$ cat src/rtl/hamming_sec_scrubber.sv
// Background scrubber for a 12-bit Hamming SEC codeword memory (8 data bits).
// Walks every address, reads each codeword and computes its syndrome. It writes
// back single-bit corrections and counts both corrected and uncorrectable
// words. It only starts a memory access when the host is not using the port.
module hamming_sec_scrubber #(
  parameter int ADDR_WIDTH = 8,
  parameter int DEPTH      = 256,
  parameter int INTERVAL   = 1024
) (
  input  logic                  clk,
  input  logic                  rst_n,
  input  logic                  enable,
  input  logic                  host_busy,
  input  logic                  stat_clr,
  output logic                  mem_req,
  output logic                  mem_we,
  output logic [ADDR_WIDTH-1:0] mem_addr,
  output logic [11:0]           mem_wdata,
  input  logic [11:0]           mem_rdata,
  input  logic                  mem_ack,
  output logic                  err_valid,
  output logic                  err_uncorr,
  output logic [ADDR_WIDTH-1:0] err_addr,
  output logic [15:0]           corr_count,
  output logic [15:0]           uncorr_count,
  output logic                  sweep_done
);

  localparam int CW = (INTERVAL > 1) ? $clog2(INTERVAL) : 1;
  localparam logic [CW-1:0]         RELOAD    = CW'(INTERVAL - 1);
  localparam logic [ADDR_WIDTH-1:0] LAST_ADDR = ADDR_WIDTH'(DEPTH - 1);

  typedef enum logic [2:0] {
    S_IDLE  = 3'd0,
    S_WAIT  = 3'd1,
    S_READ  = 3'd2,
    S_CHECK = 3'd3,
    S_WRITE = 3'd4,
    S_NEXT  = 3'd5
  } state_e;

  // Syndrome is the XOR of the Hamming positions (bit index + 1) that are set.
  function automatic logic [3:0] syndrome(input logic [11:0] cw);
    logic [3:0] s;
    s = 4'd0;
    for (int i = 0; i < 12; i++) begin
      if (cw[i]) s = s ^ 4'(i + 1);
      else       s = s;
    end
    return s;
  endfunction

  state_e                  state_q, state_d;
  logic [CW-1:0]           cnt_q, cnt_d;
  logic [ADDR_WIDTH-1:0]   addr_q, addr_d;
  logic [11:0]             rdata_q, rdata_d;
  logic [11:0]             wdata_q, wdata_d;
  logic                    req_q, req_d;
  logic                    we_q, we_d;
  logic                    err_valid_q, err_valid_d;
  logic                    err_uncorr_q, err_uncorr_d;
  logic [ADDR_WIDTH-1:0]   err_addr_q, err_addr_d;
  logic [15:0]             corr_q, corr_d;
  logic [15:0]             uncorr_q, uncorr_d;
  logic                    sweep_q, sweep_d;
  logic [3:0]              syn_s;
  logic                    corr_inc_s, uncorr_inc_s;

  assign syn_s = syndrome(rdata_q);

  // Next-state, access-request and event logic for the scrub sequencer.
  always_comb begin
    state_d      = state_q;
    cnt_d        = cnt_q;
    addr_d       = addr_q;
    rdata_d      = rdata_q;
    wdata_d      = wdata_q;
    req_d        = req_q;
    we_d         = we_q;
    err_valid_d  = 1'b0;
    err_uncorr_d = err_uncorr_q;
    err_addr_d   = err_addr_q;
    sweep_d      = 1'b0;
    corr_inc_s   = 1'b0;
    uncorr_inc_s = 1'b0;

    case (state_q)
      S_IDLE: begin
        if (enable) begin
          state_d = S_WAIT;
          cnt_d   = RELOAD;
        end else begin
          state_d = S_IDLE;
        end
      end
      S_WAIT: begin
        if (!enable) begin
          state_d = S_IDLE;
        end else if (cnt_q != CW'(0)) begin
          cnt_d = cnt_q - CW'(1);
        end else if (!host_busy) begin
          state_d = S_READ;
          req_d   = 1'b1;
          we_d    = 1'b0;
        end else begin
          state_d = S_WAIT;
        end
      end
      S_READ: begin
        if (mem_ack) begin
          rdata_d = mem_rdata;
          req_d   = 1'b0;
          state_d = S_CHECK;
        end else begin
          state_d = S_READ;
        end
      end
      S_CHECK: begin
        if (syn_s == 4'd0) begin
          state_d = S_NEXT;
        end else if (syn_s <= 4'd12) begin
          err_valid_d  = 1'b1;
          err_uncorr_d = 1'b0;
          err_addr_d   = addr_q;
          corr_inc_s   = 1'b1;
          wdata_d      = rdata_q ^ 12'(12'd1 << (syn_s - 4'd1));
          state_d      = S_WRITE;
          // Launch the writeback now if the port is free, so WRITE takes one cycle.
          if (!host_busy) begin
            req_d = 1'b1;
            we_d  = 1'b1;
          end else begin
            req_d = 1'b0;
          end
        end else begin
          err_valid_d  = 1'b1;
          err_uncorr_d = 1'b1;
          err_addr_d   = addr_q;
          uncorr_inc_s = 1'b1;
          state_d      = S_NEXT;
        end
      end
      S_WRITE: begin
        if (req_q) begin
          if (mem_ack) begin
            req_d   = 1'b0;
            we_d    = 1'b0;
            state_d = S_NEXT;
          end else begin
            state_d = S_WRITE;
          end
        end else if (!host_busy) begin
          req_d = 1'b1;
          we_d  = 1'b1;
        end else begin
          state_d = S_WRITE;
        end
      end
      S_NEXT: begin
        if (addr_q == LAST_ADDR) begin
          addr_d  = '0;
          sweep_d = 1'b1;
        end else begin
          addr_d = addr_q + ADDR_WIDTH'(1);
        end
        if (enable) begin
          state_d = S_WAIT;
          cnt_d   = RELOAD;
        end else begin
          state_d = S_IDLE;
        end
      end
      default: begin
        state_d = S_IDLE;
        req_d   = 1'b0;
        we_d    = 1'b0;
      end
    endcase

    // Statistics: clear beats a same-cycle increment; both counters saturate.
    if (stat_clr) begin
      corr_d   = 16'd0;
      uncorr_d = 16'd0;
    end else begin
      corr_d   = (corr_inc_s && corr_q != 16'hFFFF) ? corr_q + 16'd1 : corr_q;
      uncorr_d = (uncorr_inc_s && uncorr_q != 16'hFFFF) ? uncorr_q + 16'd1 : uncorr_q;
    end
  end

  // State and output registers; reset clears everything including the request.
  always_ff @(posedge clk or negedge rst_n) begin
    if (!rst_n) begin
      state_q      <= S_IDLE;
      cnt_q        <= '0;
      addr_q       <= '0;
      rdata_q      <= 12'd0;
      wdata_q      <= 12'd0;
      req_q        <= 1'b0;
      we_q         <= 1'b0;
      err_valid_q  <= 1'b0;
      err_uncorr_q <= 1'b0;
      err_addr_q   <= '0;
      corr_q       <= 16'd0;
      uncorr_q     <= 16'd0;
      sweep_q      <= 1'b0;
    end else begin
      state_q      <= state_d;
      cnt_q        <= cnt_d;
      addr_q       <= addr_d;
      rdata_q      <= rdata_d;
      wdata_q      <= wdata_d;
      req_q        <= req_d;
      we_q         <= we_d;
      err_valid_q  <= err_valid_d;
      err_uncorr_q <= err_uncorr_d;
      err_addr_q   <= err_addr_d;
      corr_q       <= corr_d;
      uncorr_q     <= uncorr_d;
      sweep_q      <= sweep_d;
    end
  end

  assign mem_req      = req_q;
  assign mem_we       = we_q;
  assign mem_addr     = addr_q;
  assign mem_wdata    = wdata_q;
  assign err_valid    = err_valid_q;
  assign err_uncorr   = err_uncorr_q;
  assign err_addr     = err_addr_q;
  assign corr_count   = corr_q;
  assign uncorr_count = uncorr_q;
  assign sweep_done   = sweep_q;

endmodule

$ cat config.mk
export PLATFORM = sky130hd
export DESIGN_NAME = hamming_sec_scrubber
export DESIGN_NICKNAME = d
export VERILOG_FILES = /design/src/rtl/hamming_sec_scrubber.sv
export SDC_FILE = /design/constraint.sdc
export NUM_CORES = 1
export LEC_CHECK = 0
export BUFFER_PORTS_ARGS = -buffer_cell sky130_fd_sc_hd__buf_2
export CORE_MARGIN = 1
export CORE_UTILIZATION = 53
export DETAILED_ROUTE_END_ITERATION = 10
export PLACE_DENSITY = 0.74
export SYNTH_ARGS = -nofsm -noshare
export SYNTH_HDL_FRONTEND = slang
export SYNTH_SLANG_ARGS = --single-unit
$ cat constraint.sdc
create_clock -name clk -period 3.8 [get_ports clk]
set_input_delay 0.38 -clock clk [delete_from_list [all_inputs] [get_ports clk]]
set_output_delay 0.38 -clock clk [all_outputs]
set_load 0.01 [all_outputs]
# After elaboration in Yosys (flattened, before gate mapping)
# Cells that the tools add are included.
word_totals:
  out_inout_bits: 65
  in_bits: 18
  wordCells: 131
  ff_bits: 90
classes:
  n_lt_le_gt_ge: 1
  n_eq_ne: 19
  add_sub_neg: 5
  bitwise_logic: 15
  n_reduce_logical: 17
  shift: 1
  muxes: 60
ops:
  columns: ["op", "count"]
  rows:
  - ["two-way mux 16 bit", 4]
  - ["adder 16 x 1 -> 16 bit (second input constant)", 2]
  - ["two-way mux 1 bit", 32]
  - ["!= test 16 bit (second input constant)", 2]
  - ["two-way mux 10 bit", 3]
  - ["two-way mux 3 bit", 8]
  - ["two-way mux 4 bit", 5]
  - ["case mux 10 bit (2 select lines)", 1]
  - ["case mux 3 bit (5 select lines)", 1]
  - ["!= test 2 bit (second input constant)", 7]
  - ["AND reduction 7 bit", 2]
  - ["inverter 2 bit", 6]
  - ["left shift 1 x 4 -> 12 bit (first input constant)", 1]
  - ["bitwise XOR 12 bit", 1]
  - ["nonzero test 10 bit", 1]
  - ["subtractor 10 x 1 -> 10 bit (second input constant)", 1]
  - ["!= test 3 bit (second input constant)", 3]
  - ["adder 8 x 1 -> 8 bit (second input constant)", 1]
  - ["== test 8 bit (second input constant)", 1]
  - ["two-way mux 8 bit", 1]
  - ["== test 3 x 2 -> 1 bit (second input constant)", 2]
  - ["== test 3 bit (second input constant)", 2]
  - ["two-way mux 2 bit", 3]
  - ["inverter 3 bit", 2]
  - ["17 further kinds", 26]

# Logic depth before layout (Yosys ltp)
# Gate-level depths: netlist of run 1.
logic_depth:
  word_depth: 27
  mapped_depth: 9
  depth_no_buf: 8

# Worst setup path after synthesis of run 1
# OpenSTA, ideal clock, no wires.
synth_path:
  path_type: "reg-to-reg"
  start: "register rdata_q[5]"
  end: "register wdata_q[10], in the netlist mem_wdata[10]"
  slack_ns: 1.382
  t_arrival_ns: 2.293
  period_less_slack_ns: 2.418
  path_buffers: 2
  path_stages_with_launch: 8
  setup_time_ns: 0.125
  path_cell_list: "dfrtp_1 > xnor2_1 > xor3_1 > nor4_4 > nor3_2 > buf_6 > buf_6 > mux2_4"
synth_between:
  elab_chain_cells: 13
  word_cells_on_any_way: 18
  cone_classes: "add/sub (1); order compare (1); shift (1); mux (7); bitwise (6); reduce/logical (2)"
synth_lines:
  columns: ["item", "line_no", "source"]
  rows:
  - ["start, declared", "56", "logic [11:0] rdata_q, rdata_d;"]
  - ["start signal, assigned", "210", "rdata_q <= rdata_d;"]
  - ["two-way mux 3 bit *", "47", "if (cw[i]) s = s ^ 4'(i + 1);"]
  - ["inverter 3 bit (no source line)", null, null]
  - ["two-way mux 3 bit *", "47", null]
  - ["two-way mux 4 bit * (2 in series)", "47", null]
  - ["inverter 2 bit (no source line)", null, null]
  - ["two-way mux 4 bit *", "47", null]
  - ["inverter 3 bit (no source line)", null, null]
  - ["two-way mux 4 bit * (2 in series)", "47", null]
  - ["subtractor 4 x 1 -> 4 bit / logical NOT 4 bit (equally long branches)", "126, 119", null]
  - ["left shift 1 x 4 -> 12 bit / inverter 1 bit (equally long branches)", null, null]
  - ["bitwise XOR 12 bit / AND reduction 3 bit (equally long branches)", null, null]
  - ["end signal, assigned", "211", "wdata_q <= wdata_d;"]
  - ["end, declared", "57", "logic [11:0] wdata_q, wdata_d;"]
# Mark *: on every way between the ends. The rest lies on a longest branch, timed or not.
# A chain may end at the register's enable or synchronous reset.

# Final worst setup path of run 1
layout_path:
  start: "register rdata_q[10]"
  end: "register uncorr_q[5], in the netlist uncorr_count[5]"
layout_between:
  elab_chain_cells: 9
  word_cells_on_any_way: 10
  cone_classes: "order compare (1); mux (5); bitwise (1); reduce/logical (3)"
layout_lines:
  columns: ["item", "line_no", "source"]
  rows:
  - ["two-way mux 4 bit *", "47", null]
  - ["inverter 2 bit (no source line)", null, null]
  - ["two-way mux 4 bit *", "47", null]
  - ["<= comparator 4 bit", "121", "end else if (syn_s <= 4'd12) begin"]
  - ["two-way mux 1 bit", "121", null]
  - ["two-way mux 1 bit *", "119", "if (syn_s == 4'd0) begin"]
  - ["two-way mux 1 bit *", "87", "case (state_q)"]
  - ["logical AND 1 bit *", "186", "uncorr_d = (uncorr_inc_s && uncorr_q != 16'hFFFF) ? uncorr_q + 16'd1 : uncorr_q;"]
  - ["nonzero test 2 bit (no source line) *", null, null]
  - ["end signal, assigned", "218", "uncorr_q <= uncorr_d;"]
  - ["end, declared", "64", "logic [15:0] uncorr_q, uncorr_d;"]
# Marked as above.

==> flow_summary.ini, run 1 <==
[sta]
setup-violations-final = 0
timing.slew.headroom = 0.261
max_freq_mhz = 365
layout_min_cycle_time_ns = 2.74
timing_worst_slew_pin_value_ns = 1.10
finalSetupTns_ns = 0
final.setup_skew_ns = 0.00804
period_share = 0.722
hold_violations = 0
unrepaired_setup_endpoints_after_global_routing = no
final_max_slew_viol_count = 0

[power]
vdd_drop_max_v = 0.000571
relative_contribution_of_the_clock_network_to_total_power = 0.157
power_leakage_uw = 0.00252
power.sequential.fraction = 0.298
combPwrFrac = 0.545
netSwitchingFraction = 0.430
power_report.internal_total_uw = 2640
p_total_uw = 4630
power_per_cell_area_nw_per_um2 = 834
power.switching_uw = 1990

[global_route]
grt_max_degree = 73
grt_first_pass_wirelength_mm = 16.2
grt_remaining_overflow = 0
grt_pass1_vias = 3412
grt_antenna_before_repair = 0
gr-usage-all-layers = 0.209

[worst_setup_path]
critPathMaxStageDelay_ns = 0.54
critPathTopFamily = XOR/XNOR gates
crit_type = flop to flop
worstSetupEndpointType = flop
worstPathBufferInverterCount = 0
reg2reg_slack_ns = 1.06
critical_path.startpoint_type = flop
timing.critical_path.required_ns = 4.01
critical_path_peak_fanout = 18
cpMaxStageDelayCell = sky130_fd_sc_hd__xor3_2
worstPathArrival_ns = 2.95
worstPathCellList = xor3_2 > xnor2_2 > o2111ai_2 > nor4_1 > xnor2_1 > nor2_1

[clock_tree]
cts.sink_count = 90
cts.reportedPaths.clkPinSlew_ns = 0.09
cts_tree = yes
htree_levels = 3
cts_buffers = 9
cts_post_setup_buffers_inserted = 0
worst_case_clock_buffer_depth = 2
insertion_delay_ns = 0.35
ctsRootBufferMaster = sky130_fd_sc_hd__clkbuf_8
holdBufCountCts = 0
cts_resized = 0

[logic_synthesis]
yosys.area.top_type_share = 0.466
postSynthCellCount = 455
ys_seq_area_frac = 0.466
combinational_family_with_the_most_area_after_synthesis = simple AND/OR/NAND/NOR gates
async_reset_ff_frac = 1.00
synth_simple_gate_area_share = 0.207
synth_edf_count = 0
compound_gate_portion_of_the_synthesized_area = 0.0795
netlist_top_cells_area = sky130_fd_sc_hd__dfrtp_1, sky130_fd_sc_hd__mux2_2, sky130_fd_sc_hd__xnor2_1
synth_top_flop_cell = sky130_fd_sc_hd__dfrtp_1
post-synth-top-area-cell = sky130_fd_sc_hd__dfrtp_1
adder_and_majority_gate_portion_of_the_synthesized_area = 0.0129
synthesis.yosys.warnings = 0
synth-xor-area-share = 0.125
post_synth.cell_area_avg_sq_um = 10.6
synth_cell_types = 60
synth-seq-cells = 90
syn_nets = 478
synthMuxAreaShare = 0.0888
mappedNetlistArea_sq_um = 4830

[floorplan]
fp.coreArea_sq_um = 8760
die_width_um = 97.5
start_util = 0.552
num_rows = 34
floorplan.die.height_um = 97.5
die_area_sq_um = 9510
top_level_ports = 83

[final_layout]
final-instance-count-excl-fill = 649
layout_net_count = 559
drive_above_1_share = 0.279
insertedDiodeCount = 0
synthesis_to_finish_area_growth_pct = 14.8

[hold_path]
holdCritPathClass = input port to asynchronous set/reset pin

[drt]
drcViolationCount = 0
drt.antenna.violating_nets = 0
dr.first_iter.drc_count = 148
average_wire_per_standard_cell_um = 14.9
totalWireLength_mm = 9.66
first_pass_iters = 5
vias = 3590
vias_per_cell = 5.53

[placement]
port_buffers = 82
dp_cells = 633
post-dp-hpwl_mm = 6.92
gpl.final_weighted_congestion = 0.782

[outcome]
run_status = finished, final reports clean

[job]
drv.max_cap_violation_count = 0
-- through the flow --
| step | setup slack (ns) | instance area, sq um | hold slack (ns) | utilization |
|---|---|---|---|---|
| CTS | 1.07 | 5550 | 0.176 | 0.633 |
| floorplan | 1.38 | 4830 | 0.0844 | - |
| global placement | 1.18 | 5330 | 0.485 | 0.608 |
| detailed placement | 1.10 | 5330 | 0.490 | 0.608 |
| global route | 0.839 | 5550 | 0.223 | 0.633 |
| finish | 1.06 | 5550 | 0.150 | 0.633 |
-- cell families (layout without fill, tap and decap cells) --
kind of cell | after synthesis | count (layout)
multiplexers | 38 | 38
AO/OA/AOI/OAI | 59 | 59
AND/OR/NAND/NOR | 188 | 188
buffers and inverters | 22 | 108
adder cells (fa/ha/maj) | 5 | 5
XOR/XNOR | 53 | 53
flip-flops | 90 | 90
-- cell usage after synthesis (3+ instances only) --
| master | instances |
|---|---|
| sky130_fd_sc_hd__nor3_1 | 15 |
| sky130_fd_sc_hd__mux2_2 | 31 |
| sky130_fd_sc_hd__xor2_1 | 7 |
| sky130_fd_sc_hd__nor2_1 | 55 |
| sky130_fd_sc_hd__and4_1 | 4 |
| sky130_fd_sc_hd__a31oi_1 | 5 |
| sky130_fd_sc_hd__ha_1 | 5 |
| sky130_fd_sc_hd__clkbuf_1 | 11 |
| sky130_fd_sc_hd__o21ai_0 | 11 |
| sky130_fd_sc_hd__xnor2_1 | 34 |
| sky130_fd_sc_hd__o31ai_1 | 4 |
| sky130_fd_sc_hd__xor3_1 | 3 |
| sky130_fd_sc_hd__nand2b_1 | 5 |
| sky130_fd_sc_hd__nor4b_1 | 5 |
| sky130_fd_sc_hd__nor4_1 | 6 |
| sky130_fd_sc_hd__nor3b_1 | 3 |
| sky130_fd_sc_hd__nand3b_1 | 3 |
| sky130_fd_sc_hd__nor2b_1 | 10 |
| sky130_fd_sc_hd__and2_1 | 3 |
| sky130_fd_sc_hd__and3_1 | 7 |
| sky130_fd_sc_hd__xnor2_2 | 4 |
| sky130_fd_sc_hd__nand3_1 | 16 |
| sky130_fd_sc_hd__nand4_1 | 8 |
| sky130_fd_sc_hd__inv_1 | 8 |
| sky130_fd_sc_hd__dfrtp_1 | 90 |
| sky130_fd_sc_hd__mux2_1 | 4 |
| sky130_fd_sc_hd__a21oi_1 | 19 |
| sky130_fd_sc_hd__nand2_1 | 34 |
| sky130_fd_sc_hd__a211oi_1 | 4 |
-- per-layer routing --
metal,track usage,up-vias,share of wire
met1,0.282,1725,0.46
li1,-,1772,-
met4,0.0679,0,0.0057
met3,0.0353,6,0.048
met5,0,-,0
met2,0.345,87,0.48
-- power groups by stage --
stage	combinational (uW)	clock (uW)	sequential (uW)
2_1_floorplan	2030	0	1370
3_3_place_gp	2450	0	1390
3_5_place_dp	2520	0	1400
4_1_cts	2530	749	1380
5_1_grt	2790	784	1410
6_report	2520	728	1380
-- worst paths after layout --
kind                                               from  cells after the start                     endpoint
worst max-delay path            rdata_q[10]$_DFFE_PN0P_                      6  uncorr_count[5]$_DFFE_PN0P_
worst max register to register  rdata_q[10]$_DFFE_PN0P_                      6  uncorr_count[5]$_DFFE_PN0P_
max in group asynchronous                         rst_n                      2   corr_count[14]$_DFFE_PN0P_
worst min register to register  err_addr[5]$_DFFE_PN0P_                      1      err_addr[5]$_DFFE_PN0P_
worst min-delay path                              rst_n                      1       rdata_q[1]$_DFFE_PN0P_
min in group clk                           mem_rdata[8]                      2       rdata_q[8]$_DFFE_PN0P_
-- flip-flops by register name, indices dropped and copies added (netlist names) --
name,flops
mem_req,1
corr_count,16
mem_we,1
uncorr_count,16
rdata_q,12
mem_addr,8
sweep_done,1
mem_wdata,12
err_uncorr,1
err_valid,1
cnt_q,10
state_q,3
err_addr,8
-- worst reg2reg max path, cell delays in order (launching register included) --
cell	delay [ns]
sky130_fd_sc_hd__dfrtp_1	0.47
sky130_fd_sc_hd__xor3_2	0.54
sky130_fd_sc_hd__xnor2_2	0.35
sky130_fd_sc_hd__o2111ai_2	0.52
sky130_fd_sc_hd__nor4_1	0.52
sky130_fd_sc_hd__xnor2_1	0.17
sky130_fd_sc_hd__nor2_1	0.05
-- layout by cell type, fill, tap and decap left out, drive strengths merged, types with 7 or more instances in the layout --
master  instances
nand2          34
and3            7
nand3          16
nand4           8
dfrtp          90
nor3           17
o21ai          11
clkbuf          9
nor2b          10
mux2           36
inv            11
a21oi          19
nor2           56
xor2            8
buf            84
nor4            9
xnor2          38
-- layout make-up --
| type | count | area (sq um) |
|---|---|---|
| timing repair buffer | 84 | 428 |
| fill | 728 | 3210 |
| clock buffer | 9 | 124 |
| sequential | 90 | 2250 |
| inverter | 8 | 30.0 |
| clock inverter | 7 | 98.8 |
| tap | 108 | 135 |
| multi-input combinational | 343 | 2480 |
(Power assumes the default switching activity.)
==> run 2: changes to the inputs <==
--- a/config.mk
+++ b/config.mk
@@ -7,7 +7,7 @@
 export LEC_CHECK = 0
 export BUFFER_PORTS_ARGS = -buffer_cell sky130_fd_sc_hd__buf_2
 export CORE_MARGIN = 1
-export CORE_UTILIZATION = 53
+export CORE_UTILIZATION = 51
 export DETAILED_ROUTE_END_ITERATION = 10
 export PLACE_DENSITY = 0.74
 export SYNTH_ARGS = -nofsm -noshare
==> constraint.sdc (replaced) <==
create_clock -name clk -period 2.5 [get_ports clk]
set_input_delay 0.25 -clock clk [delete_from_list [all_inputs] [get_ports clk]]
set_output_delay 0.25 -clock clk [all_outputs]
set_load 0.01 [all_outputs]
==> run 2 against run 1 <==
Against the previous run:
- the flow now finishes with violations (negative setup slack)
- non-clock buffer count rose by 45
- critical path depth rose by 2
- sequential share of layout area fell by 2.9 points
- utilization rose by 1.7 points
- combinational power rose by 110%
- final area rose by 7.7%
- clock skew rose by 0.0092 ns
- sequential power rose by 46%
- clock power rose by 40%
- hold slack got worse by 0.026 ns
- cell count rose by 7.4%
- highest routed layer unchanged
==> flow_summary.ini, run 2 (synthesis results as in run 1) <==
[hold_path]
holdCritPathClass = input port to flop
min_path_cells = 2

[worst_setup_path]
critical_path_peak_fanout = 7
worstPathArrival_ns = 2.75
timing.critical_path.required_ns = 2.74
r2r_cells = 8
reg2reg_slack_ns = -0.006
crit_type = flop to flop
worstSetupEndpointType = flop
critical_path.startpoint_type = flop

[final_layout]
layout_net_count = 604
synthesis_to_finish_area_growth_pct = 23.7
fillers = 727
multiInputGateArea_sq_um = 2540
mostFrequentLayoutCells = sky130_fd_sc_hd__dfrtp_1, sky130_fd_sc_hd__buf_2, sky130_fd_sc_hd__nor2_1, sky130_fd_sc_hd__buf_4
layout_commonest_cell = sky130_fd_sc_hd__dfrtp_1
insertedDiodeCount = 0
layout.area.seq_sq_um = 2250
drive_above_1_share = 0.346
stdcell_area_sq_um = 5980

[drt]
average_wire_per_standard_cell_um = 15.1
totalWireLength_mm = 10.5
first_pass_iters = 4
drt.antenna.violating_nets = 0
vias = 3827
drcViolationCount = 0
dr.first_iter.drc_count = 179
vias_per_cell = 5.49

[floorplan]
die_area_sq_um = 9870
start_util = 0.526
die_width_um = 99.4
top_level_ports = 83
floorplan.die.height_um = 99.4
num_rows = 35
fp.coreArea_sq_um = 9200

[sta]
layout_setup_ws_ns = -0.00618
timing.slew.headroom = 0.548
hold_violations = 0
period_share = 1.00
final_max_slew_viol_count = 0
unrepaired_setup_endpoints_after_global_routing = yes
setup-violations-final = 1
max_freq_mhz = 399
timing_worst_slew_pin_value_ns = 0.679
layout_min_cycle_time_ns = 2.51
finalSetupTns_ns = -0.00618
final.setup_skew_ns = 0.0173

[clock_tree]
cts_buffers = 9
htree_levels = 3
worst_case_clock_buffer_depth = 2
cts_tree = yes
cts.reportedPaths.clkPinSlew_ns = 0.09
insertion_delay_ns = 0.36
cts.sink_count = 90
ctsRootBufferMaster = sky130_fd_sc_hd__clkbuf_8

[power]
power_report.internal_total_uw = 4930
power_per_cell_area_nw_per_um2 = 1410
power.sequential.fraction = 0.240
power.switching_uw = 3480
netSwitchingFraction = 0.414
power_leakage_uw = 0.00276
combPwrFrac = 0.639
vdd_drop_max_v = 0.000939
relative_contribution_of_the_clock_network_to_total_power = 0.121

[job]
drv.max_cap_violation_count = 0

[global_route]
grt_max_degree = 53
grt_first_pass_wirelength_mm = 17.3
grt_pass1_vias = 3713
grt_remaining_overflow = 0
grt_antenna_before_repair = 0
gr-usage-all-layers = 0.221

[outcome]
run_status = finished, violations left
violations = negative setup slack

[placement]
pre_cts_slack_ns = -0.210
post-dp-hpwl_mm = 7.49
gpl.final_weighted_congestion = 0.841
postPlaceCellArea_sq_um = 5640
port_buffers = 82
==> run 2: changes by cell type in the layout (fill, tap and decap cells not counted), sizes merged <==
cell	previous run	this run
dlygate4sd3	0	1
clkinv	1	3
clkinvlp	1	0
buf	84	128
clkbuf	9	10
bufinv	2	1
inv	11	10
==> run 2: worst paths after layout <==
kind | endpoint | start
setup / recovery | corr_count[4]$_DFFE_PN0P_ | rdata_q[6]$_DFFE_PN0P_
hold / removal | rdata_q[9]$_DFFE_PN0P_ | mem_rdata[9]
setup reg to reg | corr_count[4]$_DFFE_PN0P_ | rdata_q[6]$_DFFE_PN0P_
hold reg to reg | cnt_q[0]$_DFFE_PN0P_ | cnt_q[0]$_DFFE_PN0P_
max in group asynchronous | rdata_q[6]$_DFFE_PN0P_ | rst_n
min in group asynchronous | mem_wdata[8]$_DFFE_PN0P_ | rst_n
==> run 2: final cells by class <==
class                      count  area share
timing repair buffer         129       0.136
multi-input combinational    343       0.425
clock inverter                 6      0.0124
tap                          111      0.0232
clock buffer                  10      0.0214
inverter                       8     0.00502
sequential                    90       0.377
==> run 2: worst max-delay path, cell delays in order, from the launching register on <==
cell,delay (ns)
sky130_fd_sc_hd__dfrtp_2,0.46
sky130_fd_sc_hd__xnor2_4,0.17
sky130_fd_sc_hd__buf_6,0.12
sky130_fd_sc_hd__xor3_2,0.44
sky130_fd_sc_hd__a211oi_4,0.08
sky130_fd_sc_hd__buf_6,0.14
sky130_fd_sc_hd__nor4_4,0.45
sky130_fd_sc_hd__nand4_1,0.20
sky130_fd_sc_hd__mux2_4,0.33
==> run 2: routing by layer <==
metal | wire (um) | GRT usage
met1 | 4770 | 0.291
met2 | 5390 | 0.376
met3 | 289 | 0.0443
met4 | 61 | 0.0520
met5 | 0 | 0
==> run 2: power groups by stage <==
| stage | Clock (uW) | Sequential (uW) | Combinational [uW] |
|---|---|---|---|
| after floorplan | 0 | 2090 | 3080 |
| final | 1020 | 2020 | 5370 |
| after global routing | 1100 | 2060 | 5800 |
| after CTS | 1040 | 2010 | 5010 |
| after detailed placement | 0 | 2040 | 4950 |
| after global placement | 0 | 2030 | 4820 |
==> run 2: timing repair <==
action,CTS,global route
pin swaps,1,7
endpoints found under the hold margin,38,0
endpoints found under the setup margin,11,18
hold buffers,1,0
setup buffers,0,6
resized for setup,1,13
==> run 2: through the flow <==
stage,total power (uW),cells,utilization,hold slack (ns)
after floorplan,5170,455,-,-0.0456
after global placement,6850,674,0.613,0.259
after detailed placement,6990,674,0.613,0.268
after CTS,8060,691,0.637,0.113
after global routing,8960,697,0.650,0.110
final,8410,697,0.650,0.124
